## src/rtl/io_stage.sv

```systemverilog
// io_stage: memory-access stage between EX and WB.
// Optional IO_STAGE_LOAD_FORWARD_EN: forward aligned load data to ID.
package io_stage_pkg;

  typedef struct packed {
    logic [31:0] program_count;
    logic        register_write;
    logic [4:0]  write_register;
    logic [31:0] alu_result;
    logic [1:0]  memory_address;
    logic        memory_io_unsigned;
    logic        load_byte;
    logic        load_half;
    logic        load_left;
    logic        load_right;
    logic        result_is_from_memory;
    logic        result_high;
    logic        result_low;
    logic        high_low_write;
    logic [31:0] source_register_data;
    logic [31:0] multi_use_register_data;
    logic        multiply_valid;
    logic [63:0] multiply_result;
    logic        divide_valid;
    logic        divide_result_valid;
    logic [31:0] divide_result;
    logic [31:0] divide_remain;
    logic        move_from_cp0;
    logic        move_to_cp0;
    logic [4:0]  destination_register;
    logic        exception_valid;
    logic        in_delay_slot;
    logic        eret_flush;
    logic [4:0]  exception_code;
    logic        is_address_fault;
    logic [31:0] badvaddr_value;
  } ex_to_io_bus_t;

  typedef struct packed {
    logic        valid;
    logic [31:0] program_count;
    logic        register_write;
    logic [4:0]  write_register;
    logic [31:0] write_data;
    logic        move_from_cp0;
    logic        move_to_cp0;
    logic [4:0]  destination_register;
    logic [31:0] multi_use_register_data;
    logic        exception_valid;
    logic        in_delay_slot;
    logic        eret_flush;
    logic [4:0]  exception_code;
    logic        is_address_fault;
    logic [31:0] badvaddr_value;
  } io_to_wb_bus_t;

  typedef struct packed {
    logic        valid;
    logic [4:0]  write_register;
    logic [31:0] write_data;
    logic        data_valid;
  } ex_to_id_back_pass_bus_t;

endpackage

module io_stage
  import io_stage_pkg::*;
#(
  parameter int DATA_WIDTH = 32
) (
  input  logic                    clock,
  input  logic                    reset,
  input  logic                    ex_to_io_valid,
  input  ex_to_io_bus_t           ex_to_io_bus,
  output logic                    io_allow_in,
  input  logic [DATA_WIDTH-1:0]   data_ram_read_data,
  input  logic                    wb_allow_in,
  input  logic                    io_flush,
  output logic                    io_to_wb_valid,
  output io_to_wb_bus_t           io_to_wb_bus,
  output ex_to_id_back_pass_bus_t io_to_id_back_pass_bus,
  output logic                    io_to_ex_exception,
  output logic [DATA_WIDTH-1:0]   high_register,
  output logic [DATA_WIDTH-1:0]   low_register
);

  logic                  io_valid;
  ex_to_io_bus_t         io_bus;
  logic                  first_cycle;
  logic [DATA_WIDTH-1:0] held_data;
  logic [DATA_WIDTH-1:0] hi_q;
  logic [DATA_WIDTH-1:0] lo_q;

  logic                  io_ready_go;
  logic                  accept;
  logic                  handoff;
  logic                  hilo_we;
  logic [31:0]           load_data;
  logic [7:0]            ld_byte;
  logic [15:0]           ld_half;
  logic [31:0]           aligned;
  logic [31:0]           reg_result;
  logic [31:0]           result;

  assign io_ready_go = 1'b1;
  assign io_allow_in = !io_valid || (io_ready_go && wb_allow_in);
  assign accept      = io_allow_in && ex_to_io_valid;
  assign handoff     = io_valid && io_ready_go && wb_allow_in;
  assign hilo_we     = handoff && !io_flush
                    && !io_bus.exception_valid;

  // pipeline register and first-cycle read-data capture
  always_ff @(posedge clock) begin
    if (reset) begin
      io_valid    <= 1'b0;
      io_bus      <= '0;
      first_cycle <= 1'b0;
      held_data   <= '0;
    end else begin
      if (first_cycle)
        held_data <= data_ram_read_data;
      if (io_flush) begin
        io_valid    <= 1'b0;
        first_cycle <= 1'b0;
      end else begin
        first_cycle <= accept;
        if (io_allow_in)
          io_valid <= ex_to_io_valid;
        if (accept)
          io_bus <= ex_to_io_bus;
      end
    end
  end

  // HI/LO commit when the instruction leaves for WB
  always_ff @(posedge clock) begin
    if (reset) begin
      hi_q <= '0;
      lo_q <= '0;
    end else if (hilo_we) begin
      if (io_bus.multiply_valid) begin
        {hi_q, lo_q} <= io_bus.multiply_result;
      end else if (io_bus.divide_valid
                && io_bus.divide_result_valid) begin
        lo_q <= io_bus.divide_result;
        hi_q <= io_bus.divide_remain;
      end else if (io_bus.high_low_write) begin
        if (io_bus.result_high)
          hi_q <= io_bus.source_register_data;
        if (io_bus.result_low)
          lo_q <= io_bus.source_register_data;
      end
    end
  end

  // load alignment and sign/zero extension
  always_comb begin
    load_data = first_cycle ? data_ram_read_data
                            : held_data;
    ld_byte = load_data[7:0];
    unique case (io_bus.memory_address)
      2'd0: ld_byte = load_data[7:0];
      2'd1: ld_byte = load_data[15:8];
      2'd2: ld_byte = load_data[23:16];
      2'd3: ld_byte = load_data[31:24];
    endcase
    ld_half = io_bus.memory_address[1]
            ? load_data[31:16] : load_data[15:0];
    aligned = load_data;
    unique case (1'b1)
      io_bus.load_byte: begin
        if (io_bus.memory_io_unsigned)
          aligned = {24'b0, ld_byte};
        else
          aligned = {{24{ld_byte[7]}}, ld_byte};
      end
      io_bus.load_half: begin
        if (io_bus.memory_io_unsigned)
          aligned = {16'b0, ld_half};
        else
          aligned = {{16{ld_half[15]}}, ld_half};
      end
      io_bus.load_left: begin
        unique case (io_bus.memory_address)
          2'd0: aligned = {load_data[7:0],
            io_bus.multi_use_register_data[23:0]};
          2'd1: aligned = {load_data[15:0],
            io_bus.multi_use_register_data[15:0]};
          2'd2: aligned = {load_data[23:0],
            io_bus.multi_use_register_data[7:0]};
          2'd3: aligned = load_data;
        endcase
      end
      io_bus.load_right: begin
        unique case (io_bus.memory_address)
          2'd0: aligned = load_data;
          2'd1: aligned = {
            io_bus.multi_use_register_data[31:24],
            load_data[31:8]};
          2'd2: aligned = {
            io_bus.multi_use_register_data[31:16],
            load_data[31:16]};
          2'd3: aligned = {
            io_bus.multi_use_register_data[31:8],
            load_data[31:24]};
        endcase
      end
      default: aligned = load_data;
    endcase
  end

  // final result select: memory, HI, LO, then ALU
  always_comb begin
    reg_result = io_bus.alu_result;
    if (io_bus.result_high && !io_bus.high_low_write)
      reg_result = hi_q;
    else if (io_bus.result_low
          && !io_bus.high_low_write)
      reg_result = lo_q;
    result = io_bus.result_is_from_memory
           ? aligned : reg_result;
  end

  // WB bus, forwarding bus and exception hint
  always_comb begin
    io_to_wb_valid = io_valid;
    io_to_wb_bus = '0;
    io_to_wb_bus.valid = io_valid;
    io_to_wb_bus.program_count = io_bus.program_count;
    io_to_wb_bus.register_write =
      io_bus.register_write && !io_bus.exception_valid;
    io_to_wb_bus.write_register = io_bus.write_register;
    io_to_wb_bus.write_data = result;
    io_to_wb_bus.move_from_cp0 = io_bus.move_from_cp0;
    io_to_wb_bus.move_to_cp0 = io_bus.move_to_cp0;
    io_to_wb_bus.destination_register =
      io_bus.destination_register;
    io_to_wb_bus.multi_use_register_data =
      io_bus.multi_use_register_data;
    io_to_wb_bus.exception_valid = io_bus.exception_valid;
    io_to_wb_bus.in_delay_slot = io_bus.in_delay_slot;
    io_to_wb_bus.eret_flush = io_bus.eret_flush;
    io_to_wb_bus.exception_code = io_bus.exception_code;
    io_to_wb_bus.is_address_fault = io_bus.is_address_fault;
    io_to_wb_bus.badvaddr_value = io_bus.badvaddr_value;

    io_to_id_back_pass_bus = '0;
    io_to_id_back_pass_bus.valid = io_valid
      && io_bus.register_write
      && (io_bus.write_register != 5'd0);
    io_to_id_back_pass_bus.write_register =
      io_bus.write_register;
`ifdef IO_STAGE_LOAD_FORWARD_EN
    io_to_id_back_pass_bus.write_data = result;
    io_to_id_back_pass_bus.data_valid =
      !io_bus.move_from_cp0;
`else
    io_to_id_back_pass_bus.write_data = reg_result;
    io_to_id_back_pass_bus.data_valid =
      !io_bus.move_from_cp0
      && !io_bus.result_is_from_memory;
`endif

    io_to_ex_exception = io_valid
      && (io_bus.exception_valid || io_bus.eret_flush);
    high_register = hi_q;
    low_register  = lo_q;
  end

endmodule

```

## config.mk

```make
export PLATFORM = sky130hd
export DESIGN_NAME = io_stage
export DESIGN_NICKNAME = d
export VERILOG_FILES = /design/src/rtl/io_stage.sv
export SDC_FILE = /design/constraint.sdc
export NUM_CORES = 1
export LEC_CHECK = 0
export ABC_AREA = 1
export CAP_MARGIN = 20
export CORE_AREA = 2 2 243 245
export CTS_CLUSTER_SIZE = 12
export DETAILED_ROUTE_END_ITERATION = 7
export DIE_AREA = 0 0 245 247
export SLEW_MARGIN = 20
export SYNTH_ARGS = -nofsm -noshare
export SYNTH_HDL_FRONTEND = slang
export SYNTH_SLANG_ARGS = --single-unit
export TNS_END_PERCENT = 30
```

## constraint.sdc

```tcl
create_clock -name clock -period 2.5 [get_ports clock]
set_input_delay 0.625 -clock clock [delete_from_list [all_inputs] [get_ports clock]]
set_output_delay 0.625 -clock clock [all_outputs]
set_load 0.1 [all_outputs]
```

Word-level counts from Yosys, hierarchy flattened
Index checks and enable logic that the tools add are counted. Widths: inputs -> output; s select.

Bitwise gates (word level): 1. Reduce and logical (&&, ||, !) cells: 29. Equal/unequal tests: 3. Muxes and demuxes: 19.

Operators with widths (number): $mux 32 (14); $pmux 32 s4 (3); $pmux 8 s4 (1); $mux 16 (1); $logic_and 1x1->1 (12); $reduce_bool 3->1 (3); $logic_not 1->1 (6); $reduce_and 3->1 (2); $reduce_bool 5->1 (1); $eq 2x2->1 const B (2); $eq 2x1->1 const B (1); $logic_not 2->1 (1); $logic_or 1x1->1 (2); $reduce_and 2->1 (1); $reduce_or 2->1 (1); $not 1->1 (1).

Register bits after elaboration: 422. Bits of input ports: 361. Output and inout port bits: 257.

Depth between registers and ports, before layout
Depth in word-level cells: 5. Depth in mapped cells: 13. Mapped depth without buffers: 11.

Least setup slack after synthesis
OpenSTA, ideal clock, no wires.

Path type: reg-to-output. From: reg hi_q[31] (netlist: high_register[31]). To: out io_to_wb_bus[111] in the netlist's numbering. Setup slack: -2248 ps. Path buffers: 0. Arrival time: 4123 ps. Cell stages (with the launch flop): 5. Cells stage by stage: dfxtp_1 > inv_1 > o21ai_0 > nand2_1 > nand2_1.

RTL lines: from (decl) (line 91) `logic [DATA_WIDTH-1:0] hi_q;`; from (signal assigned) (line 142) `{hi_q, lo_q} <= io_bus.multiply_result;`; from (signal assigned) (line 146) `hi_q <= io_bus.divide_remain;`; from (signal assigned) (line 149) `hi_q <= io_bus.source_register_data;`; to (decl) (line 80) `output io_to_wb_bus_t io_to_wb_bus,`.

==> results.sh <==
export IMPL_nNetsFinal=3923
export IMPL_drc_errors=0
export IMPL_cts_sinks=422
export IMPL_die_h_um=247
export IMPL_grt_start_max_net_pins=128
export IMPL_worstPathCellList="inv_8, buf_12, buf_12, nand2_4, nand2_4, buf_6, nand2_2, nand2_1, o21ai_1, nand3_1, o21ai_4, nand2_8, buf_12"
export IMPL_hold_depth=2
export IMPL_hold_viol=0
export IMPL_ant_nets=0
export IMPL_synth_edf_count=0
export IMPL_setup_viol=62
export IMPL_die_w_um=245
export IMPL_crit_path_frequent_cell="buf_12"
export IMPL_status="finished, violations left"
export IMPL_vias_per_cell=4.97
export IMPL_cp_endpoint="io_to_wb_bus[101]"
export IMPL_end_kind="output port"
export IMPL_syn_inst=2997
export IMPL_grt_use_total_pct=28.4
export IMPL_first_iter_violations=1333
export IMPL_antenna_found_initial=11
export IMPL_syn_nets=3358
export IMPL_slowest_delay_ns=0.40
export IMPL_dp_cells=4268
export IMPL_clk_pin_slew_ns=0.06
export IMPL_clk_path_buf_depth=3
export IMPL_path_depth=13
export IMPL_drv_cap=0
export IMPL_first_global_vias=20852
export IMPL_row_count=89
export IMPL_drv_slew=0
export IMPL_vias=21740
export IMPL_tns_ns=-18.89
export IMPL_r2r_slack_ns=0.65
export IMPL_totalWireLength_um=90100
export IMPL_startpoint_type="flop"
export IMPL_slowest_stage="dfxtp_4"
export IMPL_htreeDepth=2
export IMPL_layout_commonest_cell="o21ai_0"
export IMPL_fin_area_mm2=0.0316
export IMPL_regToRegStartpoint="io_to_wb_valid$_SDFFE_PP0N_"
export IMPL_power_density_mw_per_mm2=650
export IMPL_hp_class="reg2reg"
export IMPL_areaGrowthSynthToFinish_pct=58.2
export IMPL_drt_pass1_iter_count=5
export IMPL_leakage_nw=12.8
export IMPL_place_gp_congestion=0.943
export IMPL_dp_slack_ns=-0.704
export IMPL_finalNonFillerCells=4375
export IMPL_period_needed_ns=3.03
export IMPL_crit_fanout=7
export IMPL_cts_root_buf="clkbuf_16"
export IMPL_grt_pass1_wl_um=130000
export IMPL_r2r_end="low_register[8]$_SDFFE_PP0P_"
export IMPL_synthArstFlopShare_pct=0
export IMPL_dp_hpwl_um=68200
export IMPL_drive_above_1_share_pct=26.3
export IMPL_wl_per_cell_um=20.6
export IMPL_synth_distinct_cells=29
export IMPL_clk_insertion_delay_late_ns=0.61
export IMPL_fin_util_pct=54.3
export IMPL_start_util_pct=34.3
export IMPL_path_delay_family="buffers and inverters"
export IMPL_timing_fmax_mhz=330
export IMPL_startpoint="first_cycle$_SDFF_PP0_"
export IMPL_ff2ff_path_depth=7
export IMPL_ys_seq_area_share_pct=42.3
export IMPL_final_setup_skew_ns=0.0347
export IMPL_ys_seq_elements=422
export IMPL_io_buffers=617
export IMPL_synth_area_per_cell_um2=6.67
export IMPL_post_dp_cell_area_mm2=0.0286
export IMPL_cts_made_buffers=49
export IMPL_die_area_mm2=0.0605
export IMPL_critPathKind="reg2out"
export IMPL_n_fill_cell=5576
export IMPL_overflow=0
export IMPL_worst_path_buf_inv=5
export IMPL_failed_checks="negative setup slack"
export IMPL_hp_start="io_bus[118]$_SDFFE_PP0P_"
export IMPL_io_pins=618
export IMPL_grt_setup_unrepaired="true"
export IMPL_worst_slew_pin_slew_ns=0.520
export IMPL_yosysWarnings=0
export IMPL_setup_ws_ns=-0.526
export IMPL_cts_tree="built"
export IMPL_final_cell_mix="o21ai_0, nor2_1, clkdlybuf4s50_1, dfxtp_1"
export IMPL_synth_ff_type="dfxtp_1"
export IMPL_finalCritPeriodShare_pct=121
export IMPL_cp_arrival_ns=2.40
export IMPL_peakVddDrop_mv=0.532
export IMPL_syn_area_mm2=0.0200
export IMPL_worstPathRequired_ns=1.88
export IMPL_core_area_mm2=0.0582
export IMPL_slew_limit_headroom_pct=65.4
where the power goes:
part	switching (W)	leakage, nW	internal [W]
clock network	0.00300	0.775	0.00419
logic	0.00391	8.57	0.00212
registers	0.000211	3.50	0.00711
through the flow:
step	hold slack, ns	power [W]
final	0.446	0.0205
after global routing	0.457	0.0213
after CTS	0.446	0.0205
after detailed placement	0.436	0.0131
after global placement	0.432	0.0131
after floorplan	0.424	0.0109
worst register-to-register path: stages (launching register included):
cell	delay, ns
dfxtp_2	0.44
inv_1	0.11
nor4_2	0.29
buf_4	0.20
o211ai_4	0.17
buf_12	0.24
o21ai_0	0.23
a21oi_1	0.06
cells by family (layout without fill, tap and decap cells):
logic type	Yosys count	count (layout)	share of synthesized area (%)
simple gates	1038	1038	20.2
flops	422	422	42.3
compound gates	933	933	23.5
other cells	0	9	0
buf+inv	604	1200	14.0
registers in the layout, summed over array words and instances, names as in the netlist:
signal / cells
io_bus: 207
io_to_wb_bus: 112
held_data: 32
high_register: 32
low_register: 32
io_to_id_back_pass_bus: 5
first_cycle: 1
io_to_wb_valid: 1
synthesized netlist by cell type (6+ instances only):
| library cell | instances | area [µm²] |
|---|---|---|
| nand4_1 | 7 | 43.8 |
| nand2_1 | 520 | 1950 |
| o21ai_0 | 646 | 3230 |
| nand3_1 | 52 | 260 |
| buf_4 | 124 | 931 |
| a21oi_1 | 251 | 1260 |
| inv_1 | 259 | 972 |
| inv_2 | 11 | 41.3 |
| o21ai_1 | 28 | 140 |
| nor2_1 | 443 | 1660 |
| dfxtp_1 | 422 | 8450 |
| buf_1 | 9 | 33.8 |
| and2_1 | 6 | 37.5 |
| clkbuf_1 | 161 | 604 |
| buf_2 | 37 | 185 |
cell type report:
class | instances | area (µm²) | share of cell area (%)
inverter | 270 | 1050 | 3.33
multi-input combinational | 1971 | 10600 | 33.6
clock inverter | 14 | 211 | 0.669
tap | 773 | 967 | 3.06
timing repair buffer | 848 | 8790 | 27.8
antenna | 9 | 22.5 | 0.0712
clock buffer | 68 | 1390 | 4.39
sequential | 422 | 8550 | 27.0
how the worst min path moves through the flow:
stage,endpoint,slack (ns)
floorplan,io_bus[114]$_SDFFE_PP0P_,0.42
global placement,io_bus[55]$_SDFFE_PP0P_,0.43
detailed placement,io_bus[117]$_SDFFE_PP0P_,0.44
CTS,io_bus[55]$_SDFFE_PP0P_,0.45
global route,io_bus[147]$_SDFFE_PP0P_,0.46
finish,io_bus[118]$_SDFFE_PP0P_,0.45
timing repair:
action                                 CTS  global route
setup buffers                            9             6
gates cloned                             3             4
hold buffers                             0             0
gates resized for setup                199           167
endpoints found under the hold margin    0             0
setup endpoints to repair               65            65
pin swaps                               58            86
metal layers:
metal  track usage, %  up-vias  part of all wire (%)
met1             37.0    10244                    43
met4             9.33        4                   2.8
li1                 -    10636                     -
met2             46.9      738                    47
met3             5.75      118                   6.6
met5                0        -                 0.030
Power figures use the tool's default switching activity.
